## src/rtl/rotary_quad_gen.sv

```systemverilog
// Quadrature transmitter: drives rot_a/rot_b through a Gray-coded four-phase
// cycle per detent step, for a commanded step count and direction.
module rotary_quad_gen #(
  parameter int PHASE_CYCLES = 16,
  parameter int COUNT_W      = 8
) (
  input  logic               clk,
  input  logic               rst_n,
  input  logic               cmd_valid,
  output logic               cmd_ready,
  input  logic               cmd_dir,
  input  logic [COUNT_W-1:0] cmd_steps,
  output logic               rot_a,
  output logic               rot_b,
  output logic               busy,
  output logic               step_done,
  output logic               done,
  output logic [COUNT_W-1:0] steps_left
);

  localparam int TW = $clog2(PHASE_CYCLES + 1);
  localparam logic [TW-1:0] T_LAST = TW'(PHASE_CYCLES - 1);
  localparam logic [COUNT_W-1:0] ONE = COUNT_W'(1);

  typedef enum logic [2:0] {
    IDLE = 3'd0,
    P1   = 3'd1,
    P2   = 3'd2,
    P3   = 3'd3,
    P4   = 3'd4
  } state_t;

  state_t        state;
  logic [TW-1:0] timer;
  logic          dir;

  // Handshake: a command transfers on any posedge where cmd_valid and cmd_ready
  // are both high; cmd_ready is high exactly while the FSM sits in IDLE.
  assign busy      = (state != IDLE);
  assign cmd_ready = ~busy;

  always_ff @(posedge clk or negedge rst_n) begin
    if (!rst_n) begin
      state      <= IDLE;
      timer      <= '0;
      dir        <= 1'b0;
      rot_a      <= 1'b0;
      rot_b      <= 1'b0;
      step_done  <= 1'b0;
      done       <= 1'b0;
      steps_left <= '0;
    end else begin
      step_done <= 1'b0;
      done      <= 1'b0;
      case (state)
        IDLE: begin
          if (cmd_valid) begin
            dir        <= cmd_dir;
            steps_left <= cmd_steps;
            timer      <= '0;
            if (cmd_steps != '0) begin
              state          <= P1;
              {rot_a, rot_b} <= cmd_dir ? 2'b01 : 2'b10;
            end else begin
              done <= 1'b1;
            end
          end
        end
        P1, P2, P3, P4: begin
          if (timer == T_LAST) begin
            timer <= '0;
            case (state)
              P1: begin
                state          <= P2;
                {rot_a, rot_b} <= 2'b11;
              end
              P2: begin
                state          <= P3;
                {rot_a, rot_b} <= dir ? 2'b10 : 2'b01;
              end
              P3: begin
                state          <= P4;
                {rot_a, rot_b} <= 2'b00;
              end
              default: begin
                // End of a full step; steps_left is >=1 here so it cannot underflow.
                steps_left <= steps_left - ONE;
                step_done  <= 1'b1;
                if (steps_left == ONE) begin
                  state <= IDLE;
                  done  <= 1'b1;
                end else begin
                  state          <= P1;
                  {rot_a, rot_b} <= dir ? 2'b01 : 2'b10;
                end
              end
            endcase
          end else begin
            timer <= timer + TW'(1);
          end
        end
        default: state <= IDLE;
      endcase
    end
  end

endmodule

```

## config.mk

```make
export PLATFORM = sky130hd
export DESIGN_NAME = rotary_quad_gen
export DESIGN_NICKNAME = d
export VERILOG_FILES = /design/src/rtl/rotary_quad_gen.sv
export SDC_FILE = /design/constraint.sdc
export NUM_CORES = 1
export LEC_CHECK = 0
export ABC_CLOCK_PERIOD_IN_PS = 2680
export CAP_MARGIN = 20
export CORE_AREA = 2 2 58 60
export DETAILED_ROUTE_END_ITERATION = 8
export DIE_AREA = 0 0 60 62
export HOLD_SLACK_MARGIN = 0.15
export PLACE_DENSITY = 0.69
export SLEW_MARGIN = 20
export SYNTH_ARGS = -nofsm -noshare
export SYNTH_HDL_FRONTEND = slang
export SYNTH_SLANG_ARGS = --single-unit
export TNS_END_PERCENT = 100
```

## constraint.sdc

```tcl
create_clock -name clk -period 2.68 [get_ports clk]
set_clock_uncertainty 0.1 [all_clocks]
set_input_delay 0.402 -clock clk [delete_from_list [all_inputs] [get_ports clk]]
set_output_delay 0.402 -clock clk [all_outputs]
set_load 0.02 [all_outputs]
```

==> run metrics, run 1 <==
outcome finished, final reports clean; CTS tree done; CTS max path bufs 2; fin crit share 95.17%; most frequent cell after synthesis dfrtp_1; CP Cell Sequence or3_1, inv_1, clkdlybuf4s50_1; synthesis-to-layout area growth 24.34%; crit end category output pin; Fin Hold WS 0.3337 ns; Worst Hold Class input pin to asynchronous set/reset pin; startpoint types register; Rel. slew slack 65.24%; Placer Congestion 0.8884; Rows 21; DRC violation count after routing 0; post-synthesis sequential area ratio 39.33%; final setup vio count 0; first-pass GRT wire length 5.678 mm; Sink Count 21; Final Max Slew Viols 0; Detailed Routing Iterations Pass 1 4; Worst Path Arrival 2.05 ns; post-CTS setup buffer count 0; Port Buffers 25; Die Ht 62 um; worst setup path startpoint state[1]; DR iter-0 viols 70; CP endpoint cmd_ready; DR top layer met4; initial antenna violation count 0; total die area 3720 um^2; Static Leak 0.0006785 uW; Post-synth top flop dfrtp_1; HPWL after DPL 2.500 mm; CP max-delay cell clkdlybuf4s50_1; TNS Setup 0 ns; fin nets 187; Post-Syn Instances 145; GRT Overall Usage 20.60%; CP max FO 10; Synth area leader dfrtp_1; total global routing overflow 0; layout cells sized above 1 11.70%; maximum clock frequency 392.1 MHz; cell area power density 327.1 nW/um^2; Post-synth ARST share 100.0%; Post-Synthesis Cell Area 1336 um^2; vias per inst 5.783; DR WL met3 245 um; yosys warns 0; Req. time, crit path 2.18 ns; top-level port count 26; root buf cell clkbuf_4; RSZ-0062 raised after global routing no; distinct cell type count after synthesis 50; largest cells by area after synthesis dfrtp_1 39%, nand2_1 3.4%, nor2_1 3.4%; routed metal-1 wirelength 1.466 mm; post-route ant nets 0; worst r2r src timer[1]; DRT Wirelength 3.378 mm; multi-input logic area 742.0 um^2; Reg area 525.5 um^2; worst r2r path cells 5; max_cap viols 0; Post-CTS Hold Buffers 0; Syn Nets 160; Slew @ Worst Pin 0.5179 ns; min Tclk post-route 2.550 ns; Reg-to-Reg End steps_left[1]; r2r setup slk 0.52 ns; wire per inst 15.57 um; clk_lat worst skew 0.30 ns; slowest stage delay, CP 0.64 ns; chip width 60 um; share of the synthesized area in the top cell type 39.33%; DR vias 1,255; antenna cells 0; met2 wire len 1.647 mm; initial core utilization 42.03%; Commonest cells post-synth 21 x dfrtp_1, 12 x nand2_1, 12 x nor2_1; Seq cells post-synth 21; H-tree levels 1; Post-synth EDFFs 0; vias in the first global route 1,209; largest net degree at the start of global routing 28; clk slew on worst S/H paths 0.12 ns; Core Box Area 3179 um^2; Num CTS Buffers 3; Worst Path Class, Setup register to output pin; post-CTS resize count 0; Final Hold Vio Count 0; Peak VDD IR 0.0001220 V; FILL cells 294; Avg Synthesized Cell Area 9.216 um^2
## cells in the final DEF (no fill, tap or decap), types with 2 or more instances in the layout
cell type	count
a31oi_1	3
a211oi_1	3
nor2b_1	3
o32ai_1	2
nor2_2	2
o21ai_0	6
nor2_1	12
clkdlybuf4s50_1	25
a221oi_1	2
mux2_2	2
o2bb2ai_1	3
nand4_1	3
nor4_1	2
o211ai_1	2
inv_1	6
buf_4	5
and3_1	2
a21oi_1	8
nor3b_1	2
nand4b_1	2
nand2b_1	2
dfrtp_1	21
mux2_1	2
clkbuf_4	3
nor3_1	8
a2bb2oi_1	3
nand2_1	12
ha_1	3
## registers in the layout, indices dropped and copies added (netlist names)
register    cells
timer           5
rot_b           1
state           3
steps_left      8
step_done       1
dir             1
rot_a           1
done            1
## metrics by stage
step           std cells  power, uW  cell area, um^2  util [%]  setup WS (ns)
4_1_cts              217      554.4             1662     52.26         0.1188
6_report             217      543.5             1662     52.26         0.1296
2_1_floorplan        145      355.2             1336         -         0.7145
3_3_place_gp         213      398.0             1635     51.44         0.4461
5_1_grt              217      572.2             1662     52.26        0.03543
3_5_place_dp         213      398.9             1635     51.44         0.3964
## how the worst min path moves through the flow
stage	slack [ns]	cells after the start	end	startpoint
3_3_place_gp	0.38	1	timer[4]	timer[3]
4_1_cts	0.33	2	steps_left[7]	rst_n
2_1_floorplan	0.006	0	dir	rst_n
3_5_place_dp	0.39	1	timer[4]	timer[3]
5_1_grt	0.35	2	done	rst_n
6_report	0.33	2	timer[4]	rst_n
## report_power, final
group	total [uW]	leakage (uW)	internal, uW	switching (uW)
clock	151	0.0000150	57.9	92.9
sequential	330	0.000262	322	7.88
combinational	62.5	0.000402	33.2	29.3
## critical path, delay by kind of cell, from the launching register on
kind                   cells  cell delay [ns]
DFF                        1             0.50
and+or+nand+nor            1             0.43
buffers and inverters      2             0.82
## kinds of logic (layout without fill, tap and decap cells)
group,after synthesis,after routing,share of synthesized area (%)
flops,21,21,39.33
simple gates,59,59,24.34
fa+ha+maj,3,3,2.809
xor+xnor,1,1,0.6556
compound gates,41,41,21.63
mux,6,6,6.086
buf+inv,14,40,5.150
## metal layers
metal,vias up,global-route usage [%]
li1,597,-
met4,0,6.984
met1,604,27.45
met5,-,0
met3,2,2.692
met2,52,34.78
## cell type report
type	instances	share of cell area (%)
multi-input cells	110	44.65
flip-flops and latches	21	31.63
repair buffers	30	17.32
well taps	46	3.464
clock buffers	4	1.581
inverters	6	1.355
(Power assumes the default switching activity.)
==> run 2: changes to the inputs <==
Settings changed: CORE_AREA 2 2 58 60 to 2 2 55 57, DIE_AREA 0 0 60 62 to 0 0 57 59, PLACE_DENSITY 0.69 to 0.75.
==> run metrics, run 2 (synthesis results as in run 1) <==
outcome finished, final reports clean (unchanged); DR vias 1,255 (unchanged); max_cap viols 0 (unchanged); HPWL after DPL 2.341 mm (was 2.500 mm); Int Pwr 411.3 uW (was 413.4 uW); Req. time, crit path 2.18 ns (about the same); chip width 57 um (was 60 um); synthesis-to-layout area growth 23.03% (was 24.34%); worst r2r src timer[0] (was timer[1]); first-pass GRT wire length 5.244 mm (was 5.678 mm); multi-input logic area 742.0 um^2 (unchanged); Static Leak 0.0006812 uW (was 0.0006785 uW); sequential power share 60.0% (was 60.7%); fin crit share 96.09% (was 95.17%); DP Cell Count 198 (was 213); Top Registers steps_left x8, timer x5, state x3 (unchanged); Num CTS Buffers 3 (unchanged); final cell count without fillers 202 (was 217); vias in the first global route 1,175 (was 1,209); power share of the clock group 28.9% (was 27.8%); Worst Hold Class input pin to asynchronous set/reset pin (unchanged); min Tclk post-route 2.575 ns (was 2.550 ns); total global routing overflow 0 (unchanged); Logic pwr share 11.1% (was 11.5%); RSZ-0062 raised after global routing no (unchanged); maximum clock frequency 388.3 MHz (was 392.1 MHz); TNS Setup 0 ns (unchanged); wire per inst 15.77 um (was 15.57 um); Net Switching 138.7 uW (was 130.1 uW); Placer Congestion 0.8719 (was 0.8884); root buf cell clkbuf_4 (unchanged); crit end category output pin (unchanged); M3 GR Usage 5.459% (was 2.692%); top-level port count 26 (unchanged); Post-CTS Hold Buffers 0 (unchanged); Fin Hold WS 0.3043 ns (was 0.3337 ns); most frequent cells in the layout 25 x clkdlybuf4s50_1, 21 x dfrtp_1, 12 x nand2_1, 12 x nor2_1 (unchanged); post-route ant nets 0 (unchanged); initial core utilization 49.31% (was 42.03%); Reg-to-Reg End steps_left[1] (unchanged); Detailed Routing Iterations Pass 1 4 (unchanged); r2r setup slk 0.56 ns (was 0.52 ns); H-tree levels 1 (unchanged); most common cell after layout, fill and taps aside clkdlybuf4s50_1 (unchanged); Core Box Area 2710 um^2 (was 3179 um^2); final setup vio count 0 (unchanged); Worst Path Class, Setup register to output pin (unchanged); routing usage on met2 34.65% (was 34.78%); clk slew on worst S/H paths 0.13 ns (was 0.12 ns); startpoint types register (unchanged); overall power 550.0 uW (was 543.5 uW); GRT Overall Usage 20.27% (was 20.60%); dpl ws 0.2811 ns (was 0.3964 ns); total die area 3363 um^2 (was 3720 um^2); vias per inst 6.213 (was 5.783); DRC violation count after routing 0 (unchanged); GRT Max-Usage Layer met2 (unchanged); post-CTS resize count 0 (unchanged); largest net degree at the start of global routing 28 (unchanged); FILL cells 243 (was 294); CTS tree done (unchanged); antenna cells 0 (unchanged); Peak VDD IR 0.0003852 V (was 0.0001220 V); post-CTS setup buffer count 0 (unchanged); Final Hold Vio Count 0 (unchanged); Rows 19 (was 21); worst r2r path cells 5 (unchanged); CTS max path bufs 2 (unchanged); DRT Wirelength 3.186 mm (was 3.378 mm); Final Max Slew Viols 0 (unchanged); Sw Ratio 25.21% (was 23.94%); Biggest register steps_left (unchanged); Sink Count 21 (unchanged); met1 usage 25.17% (was 27.45%); Port Buffers 25 (unchanged); CP max FO 10 (unchanged); Slew @ Worst Pin 0.5544 ns (was 0.5179 ns); clk_lat worst skew 0.32 ns (was 0.30 ns); cell area power density 334.5 nW/um^2 (was 327.1 nW/um^2); initial antenna violation count 0 (unchanged); Rel. slew slack 62.79% (was 65.24%); fin nets 187 (unchanged); final setup margin 0.1047 ns (was 0.1296 ns); Worst Path Arrival 2.07 ns (was 2.05 ns); Die Ht 59 um (was 62 um); Largest register FFs 8 (unchanged); DR iter-0 viols 45 (was 70); layout cells sized above 1 12.28% (was 11.70%); Reg area 525.5 um^2 (unchanged)
==> run 2: changes by cell type in the layout (fill, tap and decap cells not counted) <==
cell,before,now
clkinv_2,0,1
clkbuf_1,1,0
==> run 2: through the flow <==
stage | area (um^2) | utilization [%]
final | 1644 | 60.66
after global routing | 1644 | 60.66
after CTS | 1644 | 60.66
after detailed placement | 1617 | 59.65
after global placement | 1617 | 59.65
after floorplan | 1336 | -
==> run 2: worst max-delay path by stage <==
| stage | from | end | slack [ns] | cells after the start |
|---|---|---|---|---|
| 2_1_floorplan | steps_left[0] | steps_left[6] | 0.71 | 6 |
| 3_3_place_gp | cmd_steps[0] | rot_b | 0.38 | 5 |
| 3_5_place_dp | cmd_steps[0] | rot_b | 0.28 | 5 |
| 4_1_cts | state[1] | cmd_ready | 0.09 | 3 |
| 5_1_grt | state[1] | cmd_ready | 0.004 | 3 |
| 6_report | state[1] | cmd_ready | 0.10 | 3 |
==> run 2: power by group through the flow <==
stage	registers [uW]	logic, uW	clock network (uW)
2_1_floorplan	340	14.8	0
3_3_place_gp	335	61.0	0
3_5_place_dp	336	61.6	0
4_1_cts	330	62.0	167
5_1_grt	331	66.4	178
6_report	330	61.0	159
==> run 2: area by class of cell <==
| type | instances | area share (%) |
|---|---|---|
| Multi-Input combinational cell | 110 | 45.13 |
| Sequential cell | 21 | 31.96 |
| Timing Repair Buffer | 30 | 17.50 |
| Tap cell | 31 | 2.359 |
| Clock buffer | 3 | 1.370 |
| Inverter | 6 | 1.370 |
| Clock inverter | 1 | 0.3044 |
==> run 2: per-layer routing <==
layer,part of all wire (%),wire [um],vias to the layer above
li1,-,-,601
met1,44,1404,603
met2,47,1506,47
met3,7.6,243,4
met4,1.0,32,0
met5,0,0,-
==> run 2: critical path, cell delays in order, from the launching register on <==
cell             delay (ns)
dfrtp_1                0.51
or3_1                  0.43
inv_1                  0.18
clkdlybuf4s50_1        0.64
==> run 3: changes to the inputs <==
Settings changed: CTS_CLUSTER_DIAMETER set to 30, CTS_CLUSTER_SIZE set to 25.
==> results of run 3 <==
No change in the layout: final DEF, timing and power equal those of run 2.
